--- src/rtl/mips_pkg.sv ---
// Shared definitions for the 5-stage MIPS pipeline.
//   - NOP instruction encoding used to flush the IF/ID register
//   - Primary opcode constants (bits [31:26] of the instruction word)
//   - Fetch/decode FSM state enum
package mips_pkg;

    localparam logic [31:0] NOP_INSTR = 32'h0000_0000;

    localparam logic [5:0] OP_ALU     = 6'h00;  // R-type, function in [5:0]
    localparam logic [5:0] OP_J       = 6'h02;
    localparam logic [5:0] OP_JAL     = 6'h03;
    localparam logic [5:0] OP_BEQ     = 6'h04;
    localparam logic [5:0] OP_ADD_IMM = 6'h08;
    localparam logic [5:0] OP_LW      = 6'h23;

    typedef enum logic [1:0] {
        ST_BOOT     = 2'd0,
        ST_RUN      = 2'd1,
        ST_STALL    = 2'd2,
        ST_WAIT_MEM = 2'd3
    } fetch_state_e;

endpackage

--- src/rtl/if_id_stall_monitor.sv ---
// Stall statistics for the fetch/decode boundary.
// Ports:
//   clock, reset_n  pipeline clock / asynchronous active-low reset
//   stall_in        interlock stall request this cycle
//   stall_count     total stall cycles since reset, saturating at all-ones
//   stall_timeout   sticky flag: a run of consecutive stalls reached MAX_STALL
module stall_monitor #(
    parameter int MAX_STALL = 8,
    parameter int CNT_W     = 16
) (
    input  logic             clock,
    input  logic             reset_n,
    input  logic             stall_in,
    output logic [CNT_W-1:0] stall_count,
    output logic             stall_timeout
);

    // The run counter only needs to reach MAX_STALL; it parks there.
    localparam int RUN_W = $clog2(MAX_STALL + 1);
    localparam logic [RUN_W-1:0] RUN_MAX = RUN_W'(MAX_STALL);

    logic [CNT_W-1:0] count_q, count_d;
    logic [RUN_W-1:0] run_q, run_d;
    logic             timeout_q, timeout_d;

    always_comb begin
        // NOTE: every signal gets a default before any branch so no latch is inferred.
        count_d   = count_q;
        run_d     = run_q;
        timeout_d = timeout_q;
        if (stall_in) begin
            if (count_q != '1) count_d = count_q + CNT_W'(1);
            if (run_q != RUN_MAX) run_d = run_q + RUN_W'(1);
            if (run_d == RUN_MAX) timeout_d = 1'b1;
        end else begin
            run_d = '0;
        end
    end

    // NOTE: sequential state is updated with non-blocking assignments only.
    always_ff @(posedge clock or negedge reset_n) begin
        if (!reset_n) begin
            count_q   <= '0;
            run_q     <= '0;
            timeout_q <= 1'b0;
        end else begin
            count_q   <= count_d;
            run_q     <= run_d;
            timeout_q <= timeout_d;
        end
    end

    assign stall_count   = count_q;
    assign stall_timeout = timeout_q;

endmodule

--- src/rtl/if_id_stage.sv ---
// Fetch/decode boundary of the 5-stage MIPS pipeline.
// Owns the fetch PC and the IF/ID register (IR, PC+4, valid). Freezes on an
// interlock stall (and bubbles ID/EX), squashes the fetched-behind instruction
// on a taken BEQ, and inserts NOPs while instruction memory is not ready.
// Ports:
//   clock, reset_n         pipeline clock / asynchronous active-low reset
//   stall_in               interlock stall request for the instruction in ID
//   branch_taken           BEQ in ID resolved taken this cycle
//   branch_target          target PC for a taken branch
//   imem_instr, imem_valid instruction word at pc_out and its valid flag
//   pc_out                 current fetch PC
//   ifid_ir/pc4/valid      IF/ID pipeline register
//   idex_bubble            force ID/EX controls to NOP (combinational)
//   stall_count            saturating total stall cycles
//   stall_timeout          sticky stuck-stall flag
module if_id_stage
    import mips_pkg::*;
#(
    parameter logic [31:0] RESET_PC  = 32'h0000_0000,
    parameter int          MAX_STALL = 8,
    parameter int          CNT_W     = 16
) (
    input  logic             clock,
    input  logic             reset_n,
    input  logic             stall_in,
    input  logic             branch_taken,
    input  logic [31:0]      branch_target,
    input  logic [31:0]      imem_instr,
    input  logic             imem_valid,
    output logic [31:0]      pc_out,
    output logic [31:0]      ifid_ir,
    output logic [31:0]      ifid_pc4,
    output logic             ifid_valid,
    output logic             idex_bubble,
    output logic [CNT_W-1:0] stall_count,
    output logic             stall_timeout
);

    fetch_state_e state_q, state_d;
    logic [31:0]  pc_q, pc_d;
    logic [31:0]  ir_q, ir_d;
    logic [31:0]  pc4_q, pc4_d;
    logic         valid_q, valid_d;

    always_comb begin
        state_d = state_q;
        pc_d    = pc_q;
        ir_d    = ir_q;
        pc4_d   = pc4_q;
        valid_d = valid_q;
        case (state_q)
            ST_BOOT: begin
                ir_d    = NOP_INSTR;
                valid_d = 1'b0;
                state_d = ST_RUN;
            end
            default: begin
                if (stall_in) begin
                    // Branch is ignored: its operands are not forwarded yet.
                    state_d = ST_STALL;
                end else if (branch_taken) begin
                    pc_d    = branch_target;
                    ir_d    = NOP_INSTR;
                    valid_d = 1'b0;
                    state_d = ST_RUN;
                end else if (!imem_valid) begin
                    ir_d    = NOP_INSTR;
                    valid_d = 1'b0;
                    state_d = ST_WAIT_MEM;
                end else begin
                    // 32-bit adds wrap naturally from FFFF_FFFC to 0.
                    ir_d    = imem_instr;
                    pc4_d   = pc_q + 32'd4;
                    valid_d = 1'b1;
                    pc_d    = pc_q + 32'd4;
                    state_d = ST_RUN;
                end
            end
        endcase
    end

    always_ff @(posedge clock or negedge reset_n) begin
        if (!reset_n) begin
            state_q <= ST_BOOT;
            pc_q    <= RESET_PC;
            ir_q    <= NOP_INSTR;
            pc4_q   <= '0;
            valid_q <= 1'b0;
        end else begin
            state_q <= state_d;
            pc_q    <= pc_d;
            ir_q    <= ir_d;
            pc4_q   <= pc4_d;
            valid_q <= valid_d;
        end
    end

    assign pc_out      = pc_q;
    assign ifid_ir     = ir_q;
    assign ifid_pc4    = pc4_q;
    assign ifid_valid  = valid_q;
    // Straight from the input so the bubble lands in the same cycle as the stall.
    assign idex_bubble = stall_in | (state_q == ST_BOOT);

    stall_monitor #(
        .MAX_STALL (MAX_STALL),
        .CNT_W     (CNT_W)
    ) u_stall_monitor (
        .clock         (clock),
        .reset_n       (reset_n),
        .stall_in      (stall_in),
        .stall_count   (stall_count),
        .stall_timeout (stall_timeout)
    );

endmodule

--- config.mk ---
export PLATFORM = sky130hd
export DESIGN_NAME = if_id_stage
export DESIGN_NICKNAME = d
export VERILOG_FILES = /design/src/rtl/mips_pkg.sv /design/src/rtl/if_id_stall_monitor.sv /design/src/rtl/if_id_stage.sv
export SDC_FILE = /design/constraint.sdc
export NUM_CORES = 1
export LEC_CHECK = 0
export CAP_MARGIN = 20
export CORE_ASPECT_RATIO = 0.6
export CORE_MARGIN = 2
export CORE_UTILIZATION = 45
export CTS_CLUSTER_DIAMETER = 60
export DETAILED_ROUTE_END_ITERATION = 8
export PLACE_DENSITY = 0.89
export SLEW_MARGIN = 20
export SYNTH_ARGS = -nofsm -noshare
export SYNTH_HDL_FRONTEND = slang
export SYNTH_SLANG_ARGS = --single-unit
--- constraint.sdc ---
create_clock -name clock -period 2.6 [get_ports clock]
set_input_delay 0.52 -clock clock [delete_from_list [all_inputs] [get_ports clock]]
set_output_delay 0.52 -clock clock [all_outputs]
set_load 0.005 [all_outputs]
# Word level (Yosys, flattened, before mapping)
# Index checks and enable logic that the tools add are counted.
[totals]
inputBits = 69
word_cells = 42
ff_bits = 120
output_inout_bits = 115
[classes]
n_eq_ne = 4
reduce_logical = 6
n_addsub = 3
n_mux = 17
n_bitwise = 4
[ops]
columns = ["op", "n"]
rows = [
  ["32-bit 2-to-1 mux", 6],
  ["32-bit by 3-bit adder with 32-bit output, second input constant", 1],
  ["16-bit by 1-bit adder with 16-bit output, second input constant", 1],
  ["16-bit != test, second input constant", 1],
  ["4-bit 2-to-1 mux", 3],
  ["2-bit 2-to-1 mux", 4],
  ["4-bit by 1-bit adder with 4-bit output, second input constant", 1],
  ["4-bit == test, second input constant", 1],
  ["1-bit 2-to-1 mux", 4],
  ["4-bit != test, second input constant", 1],
  ["2-bit AND reduction", 2],
  ["4-bit AND reduction", 1],
  ["1-bit inverter", 3],
  ["3-bit AND reduction", 1],
  ["2-bit logical NOT", 1],
  ["2-bit by 1-bit != test with 1-bit output, second input constant", 1],
  ["2-bit nonzero test", 1],
  ["1-bit bitwise OR", 1],
]

# Logic depth before layout (Yosys ltp)
[logic_depth]
depth_word = 5
depth_mapped = 8
mapped_depth_nobuf = 6

# Modules after synthesis
# A second synthesis with hierarchy kept.
[unflattened]
hier_cells = 629
hier_area_um2 = 6159.7
[modules_own_cells]
columns = ["module", "area_each_um2", "cells_per_inst", "n_inst"]
rows = [
  ["if_id_stage", 5066.1, 527, 1],
  ["stall_monitor", 1093.5, 102, 1],
]

# Least setup slack after synthesis
# OpenSTA, ideal clock, no wires.
[synth_path]
kind = "flip-flop to flip-flop"
startpoint = "reg pc_q[2] (netlist: pc_out[2])"
endpoint = "reg pc_q[26] (netlist: pc_out[26])"
n_path_buf = 0
setup_time_ns = 0.069
path_stages_with_launch = 7
required_time_ns = 2.531
t_arrival_ns = 1.772
slack_ns = 0.760
period_less_slack_ns = 1.840
cell_sequence = "dfrtp_1 ha_1 nand4_1 nor4_4 nand4_1 or3_1 nand3_1"
[synth_via]
elab_chain_len = 3
[synth_lines]
columns = ["element", "line_no", "text"]
rows = [
  ["start: declaration", "if_id_stage.sv:40", "logic [31:0] pc_q, pc_d;"],
  ["start signal: assignment", "if_id_stage.sv:91", "pc_q <= pc_d;"],
  ["32-bit by 3-bit adder with 32-bit output", "if_id_stage.sv:75", "pc_d = pc_q + 32'd4;"],
  ["32-bit 2-to-1 mux", "if_id_stage.sv:66", "end else if (!imem_valid) begin"],
  ["32-bit 2-to-1 mux", "if_id_stage.sv:61", "end else if (branch_taken) begin"],
]
# Every way passes these cells. The select of a mux whose other input is x is not followed.
# A chain may end at the register's enable or synchronous reset.

# Worst setup path after layout
[layout_path]
startpoint = "in stall_in"
endpoint = "out idex_bubble"
[layout_via]
elab_chain_len = 1
[layout_lines]
columns = ["element", "line_no", "text"]
rows = [
  ["start: declaration", "if_id_stage.sv:25", "input logic stall_in,"],
  ["1-bit bitwise OR", "if_id_stage.sv:103", "assign idex_bubble = stall_in | (state_q == ST_BOOT);"],
  ["end: declaration", "if_id_stage.sv:34", "output logic idex_bubble,"],
]
# Every way passes these cells.

==> run_summary.xml <==
<?xml version="1.0" encoding="UTF-8"?>
<metrics>
  <group name="setup_path">
    <metric name="crit_end" unit="">idex_bubble</metric>
    <metric name="critPathArrivalTime" unit="ns">1.86</metric>
    <metric name="cp-startpoint" unit="">stall_in</metric>
    <metric name="timing.critical_path.slowest_stage_cell" unit="">sky130_fd_sc_hd__clkdlybuf4s50_1</metric>
    <metric name="worst_path_cell_chain" unit="">clkdlybuf4s50_1 &gt; o21ba_2 &gt; inv_1 &gt; clkdlybuf4s50_1</metric>
    <metric name="reg2reg_setup_slack" unit="ns">0.45</metric>
    <metric name="path_max_fanout" unit="">5</metric>
    <metric name="path_depth" unit="">4</metric>
    <metric name="critical_path.endpoint_type" unit="">output port</metric>
    <metric name="critical-path-top-cell-by-count" unit="">sky130_fd_sc_hd__clkdlybuf4s50_1</metric>
    <metric name="cp_num_buf_inv" unit="">3</metric>
    <metric name="crit_family" unit="">buffers and inverters</metric>
    <metric name="timing.setup.critical_path_class" unit="">input pin to output port</metric>
    <metric name="timing.critical_path.required" unit="ns">2.08</metric>
    <metric name="cp_peak_stage_delay" unit="ns">0.53</metric>
    <metric name="ff2ff_path_depth" unit="">6</metric>
    <metric name="critical_path.reg2reg.startpoint" unit="">pc_out[3]$_DFFE_PN0P_</metric>
    <metric name="regToRegEndpoint" unit="">pc_out[26]$_DFFE_PN0P_</metric>
    <metric name="crit_path_start_kind" unit="">input pin</metric>
  </group>
  <group name="clock_tree">
    <metric name="tritoncts.num_buffers" unit="">17</metric>
    <metric name="clock_tree.htree_level_count" unit="">4</metric>
    <metric name="post-cts-setup-buffer-count" unit="">0</metric>
    <metric name="worstSkewPairLatency" unit="ns">0.40</metric>
    <metric name="hold_buffers" unit="">0</metric>
    <metric name="post_cts_resized" unit="">0</metric>
    <metric name="clock_sinks" unit="">120</metric>
    <metric name="buffers_from_clock_root_to_sink_at_most" unit="">2</metric>
    <metric name="clock_pin_slew_on_the_worst_setup_and_hold_paths" unit="ns">0.06</metric>
    <metric name="tritoncts" unit="">built</metric>
    <metric name="cts-root-buf" unit="">sky130_fd_sc_hd__clkbuf_16</metric>
  </group>
  <group name="placed_design">
    <metric name="io_buffer_count" unit="">183</metric>
    <metric name="hpwl" unit="um">12100</metric>
    <metric name="place_congestion" unit="">0.899</metric>
  </group>
  <group name="routing">
    <metric name="detail_route.iter0.violations" unit="">399</metric>
    <metric name="drc" unit="">0</metric>
    <metric name="drt-total-wl" unit="um">16900</metric>
    <metric name="vias_per_cell" unit="">5.64</metric>
    <metric name="vias" unit="">5322</metric>
    <metric name="detail-route-antenna-nets" unit="">0</metric>
    <metric name="post_dr_wirelength_cell" unit="um">17.9</metric>
    <metric name="drt_pass1_iterations" unit="">5</metric>
  </group>
  <group name="die">
    <metric name="boundaryPins" unit="">184</metric>
    <metric name="floorplan.rows" unit="">31</metric>
    <metric name="dieHeight" unit="um">91.7</metric>
    <metric name="initial_utilization" unit="%">47.0</metric>
    <metric name="dieArea" unit="mm2">0.0138</metric>
    <metric name="fp.coreArea" unit="mm2">0.0123</metric>
    <metric name="die_w" unit="um">150</metric>
  </group>
  <group name="yosys">
    <metric name="synth.cell_area" unit="mm2">0.00576</metric>
    <metric name="post_synth_inst_count" unit="">585</metric>
    <metric name="register_bit_total_from_synthesis" unit="">120</metric>
    <metric name="syn_avg_cell_area" unit="um2">9.85</metric>
    <metric name="synthDominantAreaCellType" unit="">sky130_fd_sc_hd__dfrtp_1</metric>
    <metric name="synth_area_leaders" unit="">sky130_fd_sc_hd__dfrtp_1 (52%), sky130_fd_sc_hd__nand2_1 (5.2%), sky130_fd_sc_hd__a22o_1 (4.9%), sky130_fd_sc_hd__o21ai_0 (4.3%), sky130_fd_sc_hd__nand3_1 (3.6%)</metric>
    <metric name="synthArstFlopShare" unit="%">100</metric>
    <metric name="netlist-cell-type-count" unit="">52</metric>
    <metric name="synth_enable_flop_cells" unit="">0</metric>
    <metric name="synth_top_area_share" unit="%">52.1</metric>
    <metric name="yosys_warnings" unit="">0</metric>
    <metric name="ys_dominant_reg_cell" unit="">sky130_fd_sc_hd__dfrtp_1</metric>
    <metric name="mappedNetlistNets" unit="">658</metric>
    <metric name="synth_sequential_area_ratio" unit="%">52.1</metric>
  </group>
  <group name="worst_hold_path">
    <metric name="hp-class" unit="">input pin to async pin</metric>
  </group>
  <group name="flow_run">
    <metric name="maxCapViolCount" unit="">0</metric>
  </group>
  <group name="global_routing">
    <metric name="grt_use_total" unit="%">25.3</metric>
    <metric name="grt_start_max_net_pins" unit="">54</metric>
    <metric name="overflow" unit="">0</metric>
    <metric name="grt_pass1_vias" unit="">5179</metric>
    <metric name="grt_first_pass_wirelength" unit="um">27100</metric>
    <metric name="antenna_found_initial" unit="">1</metric>
  </group>
  <group name="power_and_ir_drop">
    <metric name="p_per_area" unit="mW/mm2">769</metric>
    <metric name="worst_ir_drop_vdd" unit="V">0.000424</metric>
    <metric name="static-leakage-power" unit="nW">3.64</metric>
  </group>
  <group name="sta">
    <metric name="timing_hold_violations_final" unit="">0</metric>
    <metric name="final-setup-viol-count" unit="">0</metric>
    <metric name="period_needed" unit="ns">2.38</metric>
    <metric name="finalClockSkew" unit="ns">0.00729</metric>
    <metric name="achievable-frequency" unit="MHz">421</metric>
    <metric name="min_period_over_period" unit="%">91.4</metric>
    <metric name="timing.setup.tns" unit="ns">0</metric>
    <metric name="max_slew_margin" unit="%">53.3</metric>
    <metric name="final-max-slew-violation-count" unit="">0</metric>
    <metric name="rsz0062_at_grt" unit="">no</metric>
    <metric name="worstMarginPinSlew" unit="ns">0.695</metric>
  </group>
  <group name="final_layout">
    <metric name="flow.area_growth_from_synthesis" unit="%">45.4</metric>
    <metric name="final_nets" unit="">837</metric>
    <metric name="finish.utilization" unit="%">68.4</metric>
    <metric name="drive_gt1_share" unit="%">9.14</metric>
  </group>
  <group name="status">
    <metric name="status" unit="">completed</metric>
  </group>
</metrics>
report_power, final:
| group | internal [mW] | switching, mW |
|---|---|---|
| Combinational | 0.959 | 0.630 |
| Clock | 1.42 | 0.839 |
| Sequential | 2.20 | 0.399 |
| Total | 4.58 | 1.87 |
through the flow:
stage | total power, mW | hold WS (ns) | cell area (um2) | cells | setup slack, ns
3_3_place_gp | 4.12 | 0.458 | 7810 | 910 | 0.244
5_1_grt | 6.78 | 0.147 | 8380 | 942 | 0.188
6_report | 6.45 | 0.103 | 8380 | 943 | 0.223
3_5_place_dp | 4.20 | 0.467 | 7810 | 910 | 0.233
2_1_floorplan | 3.17 | 0.224 | 5760 | 585 | 0.760
4_1_cts | 6.49 | 0.115 | 8380 | 942 | 0.221
cell type report:
class	count	area [um2]
Tap cell	165	206
Timing Repair Buffer	202	2000
Sequential cell	120	3000
Clock inverter	14	131
Fill cell	927	3870
Inverter	10	37.5
Multi-Input combinational cell	413	2560
Antenna cell	1	2.50
Clock buffer	18	439
worst min-delay path by stage:
stage	start	end	slack (ns)	cells after the start
after global routing	reset_n	ifid_pc4[27]$_DFFE_PN0P_	0.15	1
after CTS	reset_n	ifid_pc4[27]$_DFFE_PN0P_	0.12	1
after floorplan	reset_n	ifid_ir[0]$_DFFE_PN0P_	0.22	0
after global placement	u_stall_monitor.stall_timeout$_DFFE_PN0P_	u_stall_monitor.stall_timeout$_DFFE_PN0P_	0.46	1
final	reset_n	ifid_pc4[27]$_DFFE_PN0P_	0.10	1
after detailed placement	u_stall_monitor.stall_timeout$_DFFE_PN0P_	u_stall_monitor.stall_timeout$_DFFE_PN0P_	0.47	1
sequential cells by signal, summed over array words and instances (netlist names):
signal and count:
u_stall_monitor.stall_timeout 1, ifid_ir 32, u_stall_monitor.run_q 4, state_q 2, ifid_pc4 32, pc_out 32, ifid_valid 1, u_stall_monitor.stall_count 16
layout by cell type (no fill, tap or decap), types with 4 or more instances in the layout:
master and n:
sky130_fd_sc_hd__a21oi_1 16, sky130_fd_sc_hd__inv_1 10, sky130_fd_sc_hd__mux2i_1 10, sky130_fd_sc_hd__and2_1 5
sky130_fd_sc_hd__o21ai_0 48, sky130_fd_sc_hd__nor4_1 6, sky130_fd_sc_hd__clkinv_2 8, sky130_fd_sc_hd__nand4_1 13
sky130_fd_sc_hd__xnor2_1 23, sky130_fd_sc_hd__a22oi_1 6, sky130_fd_sc_hd__or3_1 8, sky130_fd_sc_hd__and3_1 15
sky130_fd_sc_hd__clkdlybuf4s50_1 181, sky130_fd_sc_hd__nor3_1 12, sky130_fd_sc_hd__buf_4 17, sky130_fd_sc_hd__mux2_2 4
sky130_fd_sc_hd__nand2_1 79, sky130_fd_sc_hd__nor2_1 29, sky130_fd_sc_hd__nand3_1 41, sky130_fd_sc_hd__nor2b_1 7
sky130_fd_sc_hd__a22o_1 32, sky130_fd_sc_hd__xor2_1 15, sky130_fd_sc_hd__dfrtp_1 120, sky130_fd_sc_hd__clkbuf_16 17
sky130_fd_sc_hd__ha_1 4
cell usage after synthesis, types with 3 or more instances:
library cell,number
sky130_fd_sc_hd__nand2_1,80
sky130_fd_sc_hd__nand3_1,41
sky130_fd_sc_hd__mux2i_1,10
sky130_fd_sc_hd__inv_1,10
sky130_fd_sc_hd__a22oi_1,6
sky130_fd_sc_hd__buf_2,8
sky130_fd_sc_hd__and3_1,15
sky130_fd_sc_hd__clkbuf_1,27
sky130_fd_sc_hd__ha_1,4
sky130_fd_sc_hd__a21oi_1,16
sky130_fd_sc_hd__nor4_1,6
sky130_fd_sc_hd__or3_1,8
sky130_fd_sc_hd__nand4_2,3
sky130_fd_sc_hd__a22o_1,32
sky130_fd_sc_hd__nand4_1,13
sky130_fd_sc_hd__clkbuf_2,3
sky130_fd_sc_hd__nor2_1,30
sky130_fd_sc_hd__and2_1,5
sky130_fd_sc_hd__nor3_1,12
sky130_fd_sc_hd__nor2b_1,7
sky130_fd_sc_hd__o21ai_0,49
sky130_fd_sc_hd__xnor2_1,23
sky130_fd_sc_hd__mux2_2,4
sky130_fd_sc_hd__xor2_1,15
sky130_fd_sc_hd__a31oi_1,3
sky130_fd_sc_hd__dfrtp_1,120
worst reg2reg max path, delay by kind of cell, from the launching register on:
kind / cells / cell delay [ns]
and+or+nand+nor: 5 / 1.32
DFF: 1 / 0.45
adders and majority gates: 1 / 0.31
per-layer routing:
metal | wire length, um | up-vias | GRT usage, %
li1 | - | 2430 | -
met1 | 7190 | 2593 | 34.6
met2 | 7850 | 263 | 40.2
met3 | 1470 | 36 | 5.87
met4 | 373 | 0 | 7.78
met5 | 0 | - | 0
logic make-up after synthesis:
logic type | after synthesis | synth area share, %
simple gates | 232 | 20.6
compound gates | 125 | 14.3
flops | 120 | 52.1
buf+inv | 52 | 3.76
xor+xnor | 38 | 5.78
mux | 14 | 2.52
fa+ha+maj | 4 | 0.868
No activity file was read; power rests on OpenSTA's default activity.
